$ cat config.mk
export PLATFORM = sky130hd
export DESIGN_NAME = vga_timing_gen_flat
export DESIGN_NICKNAME = d
export VERILOG_FILES = /design/src/rtl/vga_timing_gen_if.sv /design/src/rtl/vga_timing_gen.sv /design/src/flat_wrapper.sv
export SDC_FILE = /design/constraint.sdc
export NUM_CORES = 1
export LEC_CHECK = 0
export CAP_MARGIN = 20
export CORE_MARGIN = 4
export CORE_UTILIZATION = 48
export CTS_CLUSTER_SIZE = 25
export DETAILED_ROUTE_END_ITERATION = 10
export GPL_TIMING_DRIVEN = 0
export PLACE_DENSITY = 0.76
export SLEW_MARGIN = 15
export SYNTH_ARGS = -nofsm -noshare
export SYNTH_HDL_FRONTEND = slang
export SYNTH_SLANG_ARGS = --single-unit
$ cat constraint.sdc
create_clock -name clk -period 1.8 [get_ports clk]
set_input_delay 0.18 -clock clk [delete_from_list [all_inputs] [get_ports clk]]
set_output_delay 0.18 -clock clk [all_outputs]
set_load 0.02 [all_outputs]
$ cat src/rtl/vga_timing_gen_if.sv
// ---------------------------------------------------------------------------
// vga_timing_gen_if
//
// Purpose: groups the signals exchanged between the VGA timing generator and
// the drawing pipeline: the generator publishes the current pixel coordinate
// and the drawing logic answers with a colour some enabled cycles later.
//
// Parameters:
//   X_W      width of the column coordinate
//   Y_W      width of the line coordinate
//   COLOR_W  bits per colour channel
//
// Signals:
//   pxl_x, pxl_y                  current coordinate (valid when pxl_active)
//   pxl_active                    coordinate lies inside the visible area
//   red_in, green_in, blue_in     colour returned by the drawing logic
//
// Modports:
//   master  timing generator side (drives coordinates, receives colour)
//   slave   drawing logic side (receives coordinates, drives colour)
// ---------------------------------------------------------------------------
interface vga_timing_gen_if #(
    parameter int X_W     = 10,
    parameter int Y_W     = 9,
    parameter int COLOR_W = 4
);
    logic [X_W-1:0]     pxl_x;
    logic [Y_W-1:0]     pxl_y;
    logic               pxl_active;
    logic [COLOR_W-1:0] red_in;
    logic [COLOR_W-1:0] green_in;
    logic [COLOR_W-1:0] blue_in;

    modport master (
        output pxl_x,
        output pxl_y,
        output pxl_active,
        input  red_in,
        input  green_in,
        input  blue_in
    );

    modport slave (
        input  pxl_x,
        input  pxl_y,
        input  pxl_active,
        output red_in,
        output green_in,
        output blue_in
    );
endinterface

$ cat src/rtl/vga_timing_gen.sv
// ---------------------------------------------------------------------------
// vga_timing_gen
//
// Purpose: parametrised VGA raster timing generator and pixel output stage.
// Horizontal/vertical counters advance on the pixel-clock enable; the current
// coordinate is handed to the drawing logic, and sync/blank are delayed by the
// drawing latency so the returned colour lines up with them at the pins.
//
// Optional feature (macro VGA_FRAME_CNT_EN): adds a 16-bit frame counter
// output that increments on every frame_start pulse.
//
// Ports:
//   clk          system clock
//   resetN       synchronous active-low reset
//   pix_en       pixel-clock enable; nothing advances while it is low
//   draw         coordinate/colour exchange with the drawing logic (master)
//   hsync/vsync  registered sync outputs, polarity set by HS_POL/VS_POL
//   red/green/blue  registered colour, forced to zero outside visible area
//   line_start   one-clk pulse when the column counter wraps to 0
//   frame_start  one-clk pulse when both counters wrap to 0
//   frame_cnt    (VGA_FRAME_CNT_EN only) frames since reset, wraps at 16 bits
// ---------------------------------------------------------------------------
module vga_timing_gen #(
    parameter int H_ACTIVE = 640,
    parameter int H_FP     = 16,
    parameter int H_SYNC   = 96,
    parameter int H_BP     = 48,
    parameter int V_ACTIVE = 480,
    parameter int V_FP     = 10,
    parameter int V_SYNC   = 2,
    parameter int V_BP     = 33,
    parameter int HS_POL   = 0,
    parameter int VS_POL   = 0,
    parameter int COLOR_W  = 4,
    parameter int PIPE_DLY = 2
) (
    input  logic               clk,
    input  logic               resetN,
    input  logic               pix_en,
    vga_timing_gen_if.master   draw,
    output logic               hsync,
    output logic               vsync,
    output logic [COLOR_W-1:0] red,
    output logic [COLOR_W-1:0] green,
    output logic [COLOR_W-1:0] blue,
    output logic               line_start,
    output logic               frame_start
`ifdef VGA_FRAME_CNT_EN
    ,
    output logic [15:0]        frame_cnt
`endif
);

    localparam int H_TOTAL = H_ACTIVE + H_FP + H_SYNC + H_BP;
    localparam int V_TOTAL = V_ACTIVE + V_FP + V_SYNC + V_BP;
    localparam int H_W     = (H_TOTAL > 1) ? $clog2(H_TOTAL) : 1;
    localparam int V_W     = (V_TOTAL > 1) ? $clog2(V_TOTAL) : 1;
    localparam int X_W     = (H_ACTIVE > 1) ? $clog2(H_ACTIVE) : 1;
    localparam int Y_W     = (V_ACTIVE > 1) ? $clog2(V_ACTIVE) : 1;

    localparam logic [H_W-1:0] H_LAST = H_W'(H_TOTAL - 1);
    localparam logic [V_W-1:0] V_LAST = V_W'(V_TOTAL - 1);

    localparam int HS_START = H_ACTIVE + H_FP;
    localparam int HS_END   = H_ACTIVE + H_FP + H_SYNC;
    localparam int VS_START = V_ACTIVE + V_FP;
    localparam int VS_END   = V_ACTIVE + V_FP + V_SYNC;

    // Pin level that means "sync asserted"
    localparam logic HS_ON = (HS_POL != 0);
    localparam logic VS_ON = (VS_POL != 0);

    logic [H_W-1:0] h_cnt;
    logic [V_W-1:0] v_cnt;
    logic           h_last;
    logic           v_last;

    // Stage 0 flags; hs0/vs0 mean "asserted", independent of pin polarity
    logic active0;
    logic hs0;
    logic vs0;

    // The same flags after the drawing-latency delay line
    logic active_d;
    logic hs_d;
    logic vs_d;

    assign h_last = (h_cnt == H_LAST);
    assign v_last = (v_cnt == V_LAST);

    // Raster counters: column advances every enabled cycle, line advances
    // when the column wraps, and the frame wraps when both are at their end.
    always_ff @(posedge clk) begin
        if (!resetN) begin
            h_cnt <= '0;
            v_cnt <= '0;
        end else if (pix_en) begin
            if (h_last) begin
                h_cnt <= '0;
                v_cnt <= v_last ? '0 : v_cnt + V_W'(1);
            end else begin
                h_cnt <= h_cnt + H_W'(1);
            end
        end
    end

    // Stage 0 decode straight from the counters
    always_comb begin
        active0 = (int'(h_cnt) < H_ACTIVE) && (int'(v_cnt) < V_ACTIVE);
        hs0     = (int'(h_cnt) >= HS_START) && (int'(h_cnt) < HS_END);
        vs0     = (int'(v_cnt) >= VS_START) && (int'(v_cnt) < VS_END);
    end

    // Coordinates are forced to zero in blanking so the drawing logic never
    // sees an out-of-range column or line.
    assign draw.pxl_active = active0;
    assign draw.pxl_x      = active0 ? h_cnt[X_W-1:0] : '0;
    assign draw.pxl_y      = active0 ? v_cnt[Y_W-1:0] : '0;

    // Delay line matching the drawing latency; with zero latency the stage 0
    // flags feed the output register directly.
    generate
        if (PIPE_DLY == 0) begin : g_no_dly
            assign active_d = active0;
            assign hs_d     = hs0;
            assign vs_d     = vs0;
        end else begin : g_dly
            logic [PIPE_DLY-1:0] act_pipe;
            logic [PIPE_DLY-1:0] hs_pipe;
            logic [PIPE_DLY-1:0] vs_pipe;

            // Shift on pix_en only; reset clears to "blank, no sync"
            always_ff @(posedge clk) begin
                if (!resetN) begin
                    act_pipe <= '0;
                    hs_pipe  <= '0;
                    vs_pipe  <= '0;
                end else if (pix_en) begin
                    act_pipe[0] <= active0;
                    hs_pipe[0]  <= hs0;
                    vs_pipe[0]  <= vs0;
                    for (int i = 1; i < PIPE_DLY; i++) begin
                        act_pipe[i] <= act_pipe[i-1];
                        hs_pipe[i]  <= hs_pipe[i-1];
                        vs_pipe[i]  <= vs_pipe[i-1];
                    end
                end
            end

            assign active_d = act_pipe[PIPE_DLY-1];
            assign hs_d     = hs_pipe[PIPE_DLY-1];
            assign vs_d     = vs_pipe[PIPE_DLY-1];
        end
    endgenerate

    // Output register: applies sync polarity and blanks the colour outside
    // the delayed visible window regardless of what the drawing logic sends.
    always_ff @(posedge clk) begin
        if (!resetN) begin
            hsync <= ~HS_ON;
            vsync <= ~VS_ON;
            red   <= '0;
            green <= '0;
            blue  <= '0;
        end else if (pix_en) begin
            hsync <= hs_d ? HS_ON : ~HS_ON;
            vsync <= vs_d ? VS_ON : ~VS_ON;
            red   <= active_d ? draw.red_in   : '0;
            green <= active_d ? draw.green_in : '0;
            blue  <= active_d ? draw.blue_in  : '0;
        end
    end

    // Wrap pulses: high for the single clk following the wrapping edge, so
    // they line up with coordinate (0, y) / (0, 0), not with the pins.
    always_ff @(posedge clk) begin
        if (!resetN) begin
            line_start  <= 1'b0;
            frame_start <= 1'b0;
        end else begin
            line_start  <= pix_en && h_last;
            frame_start <= pix_en && h_last && v_last;
        end
    end

`ifdef VGA_FRAME_CNT_EN
    // Frame counter updates on the same edge that raises frame_start
    always_ff @(posedge clk) begin
        if (!resetN) begin
            frame_cnt <= '0;
        end else if (pix_en && h_last && v_last) begin
            frame_cnt <= frame_cnt + 16'd1;
        end
    end
`endif

endmodule
$ cat src/flat_wrapper.sv
// flat-port wrapper written by rule: the top's interface ports become plain ports
module vga_timing_gen_flat 
#(
    parameter int H_ACTIVE = 640,
    parameter int H_FP     = 16,
    parameter int H_SYNC   = 96,
    parameter int H_BP     = 48,
    parameter int V_ACTIVE = 480,
    parameter int V_FP     = 10,
    parameter int V_SYNC   = 2,
    parameter int V_BP     = 33,
    parameter int HS_POL   = 0,
    parameter int VS_POL   = 0,
    parameter int COLOR_W  = 4,
    parameter int PIPE_DLY = 2
)
  (clk, resetN, pix_en, hsync, vsync, red, green, blue, line_start, frame_start, draw_pxl_x, draw_pxl_y, draw_pxl_active, draw_red_in, draw_green_in, draw_blue_in);
  vga_timing_gen_if #(.COLOR_W(COLOR_W)) draw_i ();
  input  logic clk;
  input  logic resetN;
  input  logic pix_en;
  output logic hsync;
  output logic vsync;
  output logic [COLOR_W-1:0] red;
  output logic [COLOR_W-1:0] green;
  output logic [COLOR_W-1:0] blue;
  output logic line_start;
  output logic frame_start;
  output wire logic [$bits(draw_i.pxl_x)-1:0] draw_pxl_x;
  output wire logic [$bits(draw_i.pxl_y)-1:0] draw_pxl_y;
  output wire logic [$bits(draw_i.pxl_active)-1:0] draw_pxl_active;
  input wire logic [$bits(draw_i.red_in)-1:0] draw_red_in;
  input wire logic [$bits(draw_i.green_in)-1:0] draw_green_in;
  input wire logic [$bits(draw_i.blue_in)-1:0] draw_blue_in;
  assign draw_pxl_x = draw_i.pxl_x;
  assign draw_pxl_y = draw_i.pxl_y;
  assign draw_pxl_active = draw_i.pxl_active;
  assign draw_i.red_in = draw_red_in;
  assign draw_i.green_in = draw_green_in;
  assign draw_i.blue_in = draw_blue_in;
  vga_timing_gen #(.H_ACTIVE(H_ACTIVE), .H_FP(H_FP), .H_SYNC(H_SYNC), .H_BP(H_BP), .V_ACTIVE(V_ACTIVE), .V_FP(V_FP), .V_SYNC(V_SYNC), .V_BP(V_BP), .HS_POL(HS_POL), .VS_POL(VS_POL), .COLOR_W(COLOR_W), .PIPE_DLY(PIPE_DLY)) u_core (.clk(clk), .resetN(resetN), .pix_en(pix_en), .draw(draw_i), .hsync(hsync), .vsync(vsync), .red(red), .green(green), .blue(blue), .line_start(line_start), .frame_start(frame_start));
endmodule
* After elaboration in Yosys (flattened, before gate mapping)
Index checks and enable logic that the tools add are counted.
** Word-level totals
- Output and inout port bits :: 36
- Flip-flop bits (word level) :: 42
- Logic and storage cells :: 37
- Bits of input ports :: 15
** Operators by class
- Order comparisons :: 6
- Multiplexer cells :: 9
- Add/subtract/negate cells :: 2
- Equality and inequality tests :: 2
- Reduce and logical (&&, ||, !) cells :: 6
** Operator list (count)
- $mux 10 :: 3
- $add 10x1->10 const B :: 2
- $eq 10x10->1 const B :: 2
- $lt 10x10->1 const B :: 2
- $lt 10x9->1 const B :: 2
- $mux 4 :: 3
- $ge 10x10->1 const B :: 1
- $ge 10x9->1 const B :: 1
- $mux 9 :: 1
- $logic_and 1x1->1 :: 5
- $mux 1 :: 2
- $reduce_and 2->1 :: 1

* Depth between registers and ports, before layout
- Word-level depth :: 3
- Depth in mapped cells :: 7
- Depth with buffers taken out :: 6

* Least setup slack after synthesis
Ideal clock, no wire load.
- Kind :: flip-flop to output port
- Start :: reg u_core.v_cnt[5]
- End :: out draw_pxl_x[2]
- Cell stages (with the launch flop) :: 7
- Slack :: 153 ps
- Path buffers :: 3
- Required time :: 1620 ps
- Data arrival time :: 1467 ps
- Path through :: dfxtp_1 clkbuf_2 and4_1 clkbuf_1 nor3_2 buf_2 and2_1
** On the way
- Longest elaborated chain between the ends :: 3
** Ends and longest elaborated chain
- from (decl) :: RTL line vga_timing_gen.sv:74 : logic [V_W-1:0] v_cnt;
- from (signal assigned) :: RTL line vga_timing_gen.sv:100 : v_cnt <= v_last ? '0 : v_cnt + V_W'(1);
- $lt 10x9->1 :: RTL line vga_timing_gen.sv:109 : active0 = (int'(h_cnt) < H_ACTIVE) && (int'(v_cnt) < V_ACTIVE);
- $logic_and 1x1->1 :: RTL line vga_timing_gen.sv:109
- net draw_pxl_active :: RTL line flat_wrapper.sv:31 : output wire logic [$bits(draw_i.pxl_active)-1:0] draw_pxl_active;
- $mux 10 :: RTL line vga_timing_gen.sv:117 : assign draw.pxl_x = active0 ? h_cnt[X_W-1:0] : '0;
- to (decl) :: RTL line flat_wrapper.sv:29 : output wire logic [$bits(draw_i.pxl_x)-1:0] draw_pxl_x;
The timed path passes the listed nets, and every way through them passes these cells.

* Worst setup path after layout
- Start :: reg u_core.h_cnt[7]
- End :: out draw_pxl_y[5]
** On the way
- Longest elaborated chain between the ends :: 3
** Ends and longest elaborated chain
- from (decl) :: RTL line vga_timing_gen.sv:73 : logic [H_W-1:0] h_cnt;
- from (signal assigned) :: RTL line vga_timing_gen.sv:102 : h_cnt <= h_cnt + H_W'(1);
- $lt 10x10->1 :: RTL line vga_timing_gen.sv:109
- $logic_and 1x1->1 :: RTL line vga_timing_gen.sv:109
- $mux 9 :: RTL line vga_timing_gen.sv:118 : assign draw.pxl_y = active0 ? v_cnt[Y_W-1:0] : '0;
- to (decl) :: RTL line flat_wrapper.sv:30 : output wire logic [$bits(draw_i.pxl_y)-1:0] draw_pxl_y;
No other way between the ends.

==> run_results.csv <==
group,metric,value,unit
synth,synth.ff_latch_count,42,
global_routing,globalRouteOverflowTotal,0,
synth,synth_nets,259,
final_layout,final_cell_mix,"dfxtp_1, nor2_1, clkdlybuf4s50_1, a21oi_1",
timing,worst_hold_slack,0.485,ns
synth,synth-edff-count,0,
run_status,run_status,"completed",
drt,firstDrtPassIters,6,
global_routing,grt_start_max_net_pins,12,
timing,timing.final.setup_violations,0,
synth,cell_taking_the_most_area_after_synthesis,"dfxtp_1",
timing,finalHoldViolCount,0,
final_layout,layout.core_utilization,67.1,%
clock_tree,cts_buffer_depth,2,
flow_run,max-cap-violations,0,
placed_design,portBuffers,50,
global_routing,grt_pass1_vias,1788,
die,floorplan.io_pins,51,
power,static-leakage-power,0.00105,uW
synth,dominantRegCellSynth,"dfxtp_1",
clock_tree,cts_inserted_buffers,5,
timing,layout_min_cycle_time,1.75,ns
clock_tree,clk_latency,0.29,ns
setup_path,critical_path.cell_chain,"o21a_4 -> buf_12 -> nor4_1 -> dlygate4sd2_1",
synth,asr_flop_ratio_synth,0,%
die,fp.coreArea,4000,um2
drt,drc_errors,0,
synth,synth.top_cell.area_share,42.1,%
drt,routed_wire_length_per_instance,14.0,um
final_layout,layout.cells.non_filler,351,
clock_tree,clock_tree.htree_level_count,2,
timing,fmaxAchievable,570,MHz
clock_tree,cts_tree,"done",
drt,drt.antenna.violating_nets,0,
timing,final.setup.tns,0,ns
placed_design,post-dp-hpwl,3390,um
global_routing,grt_first_pass_wirelength,8200,um
final_layout,mostFrequentLayoutCell,"dfxtp_1",
drt,drt_iter0_markers,134,
timing,unrepaired_setup_endpoints_after_global_routing,"true",
global_routing,antenna_found_initial,0,
setup_path,cp.required,1.62,ns
final_layout,share_of_layout_cells_above_drive_strength_1,15.9,%
die,die-height,72.5,um
drt,drt-total-wl,4900,um
timing,clock_skew,0.00264,ns
drt,via_count,1829,
clock_tree,clock-sinks,42,
die,initial_utilization,50.0,%
min_path,worstHoldPathType,"register to register",
die,fp.dieW,72.5,um
timing,slew_violations,0,
synth,synthesis.yosys.warnings,0,
setup_path,worst_setup_path_start_kind,"register",
die,fp.dieArea,5260,um2
clock_tree,cts_hold_buf,0,
timing,worst-slew-pin-transition,0.531,ns
synth,netlist_top_cells_area,"dfxtp_1, nor2_1, a21oi_1, and2_1, mux2i_1",
timing,slew-limit-headroom,64.6,%
placed_design,dpl.cell_count,339,
setup_path,worst_ep_arrival_time,1.57,ns
placed_design,last_weighted_congestion_value_of_the_routability_driven_placer,0.923,
synth,yosysUniqueCellTypes,41,
clock_tree,root_buffer,"clkbuf_8",
die,std_cell_rows,23,
setup_path,worstSetupEndpointType,"output port",
setup_path,critical_path_peak_fanout,6,
setup_path,slowest_cp_cell,"dfxtp_4",
power,peakVddDrop,0.000480,V
final_layout,layout-area-overhead-vs-synth,34.3,%
final_layout,n_antenna_cell,0,
synth,avgSynthCellArea,8.36,um2
clock_tree,path_clk_slew,0.07,ns
synth,ys_seq_area_share,42.1,%
final_layout,nets_final,321,
setup_path,cpPeakStageDelay,0.37,ns
timing,timing.final.crit_share,97.4,%
drt,vias_per_cell,5.21,
setup_path,setup.worst_path.class,"register to output port",
global_routing,grt_use_total,19.7,%
power,power_per_cell_area,612,nW/um2
synth,netlist_instances,239,
synth,mappedNetlistArea,2000,um2
==> worst max-delay path, delay by kind of cell, from the launching register on <==
family	cells	cell delay (ns)
buffers and inverters	2	0.50
AND/OR/NAND/NOR	1	0.17
AO/OA/AOI/OAI	1	0.24
flip-flops	1	0.37
==> cells in the mapped netlist (4+ instances only) <==
library cell / count
nor2b_1: 12
clkbuf_1: 8
ha_1: 5
and2_1: 13
nand3_1: 10
nand2_1: 17
nor3_1: 4
nor2_1: 30
nand2b_1: 4
and4_1: 4
mux2i_1: 8
nor4_1: 7
xor2_1: 5
inv_1: 8
nand4_1: 6
a21oi_1: 22
dfxtp_1: 42
==> sequential cells by signal (all words and copies together), names as in the netlist <==
register,flops
u_core.g_dly.hs_pipe,2
u_core.line_start,1
u_core.h_cnt,10
u_core.g_dly.act_pipe,2
u_core.g_dly.vs_pipe,2
u_core.red,4
u_core.frame_start,1
u_core.blue,4
u_core.green,4
u_core.vsync,1
u_core.hsync,1
u_core.v_cnt,10
==> cell families after synthesis <==
group	count (synthesis)	synth area share (%)
and+or+nand+nor	120	32.9
DFF	42	42.1
AOI/OAI and AO/OA	33	9.27
buffers and inverters	23	5.07
xor gates and xnor gates	8	3.51
muxes	8	4.01
adders and majority gates	5	3.13
==> final timing paths <==
check	depth (start not counted)	from	end	slack [ns]
hold / removal	2	u_core.vsync	u_core.vsync	0.48
setup / recovery	4	u_core.h_cnt[7]	draw_pxl_y[5]	0.05
hold reg to reg	2	u_core.vsync	u_core.vsync	0.48
setup reg to reg	5	u_core.v_cnt[1]	u_core.v_cnt[6]	0.08
==> per-stage QoR <==
step	setup slack, ns	cell area [um2]	total power (uW)
after CTS	0.0108	2590	1660
after floorplan	0.153	2000	1030
after global placement	-0.563	2560	1100
after detailed placement	-0.573	2560	1100
final	0.0461	2680	1640
after global routing	-0.0126	2680	1710
==> layer usage <==
| metal | up-vias | track usage, % | part of all wire, % | routed length (um) |
|---|---|---|---|---|
| li1 | 945 | - | - | - |
| met3 | 6 | 4.16 | 5.9 | 287 |
| met1 | 830 | 26.1 | 47 | 2290 |
| met5 | - | 0 | 0 | 0 |
| met2 | 48 | 32.0 | 46 | 2260 |
| met4 | 0 | 6.15 | 1.3 | 62 |
==> layout make-up <==
type | count | area, um2
flip-flops and latches | 42 | 851
fillers | 358 | 1320
repair buffers | 56 | 503
inverters | 8 | 30.0
well taps | 50 | 62.6
clock buffers | 7 | 76.3
plain buffers | 14 | 77.6
multi-input cells | 174 | 1080
==> report_power, final <==
part           leakage, uW  switching, uW  internal (uW)
registers         0.000342           8.42            940
clock network    0.0000383            301            267
logic             0.000665           65.4           60.7
total              0.00105            374           1270
==> timing repair <==
action / 4_1_cts / 5_1_grt
pin swaps: 1 / 0
gates resized for setup: 77 / 27
endpoints found under the setup margin: 20 / 24
buffers inserted: 2 / 4
No activity file was read; power rests on OpenSTA's default activity.
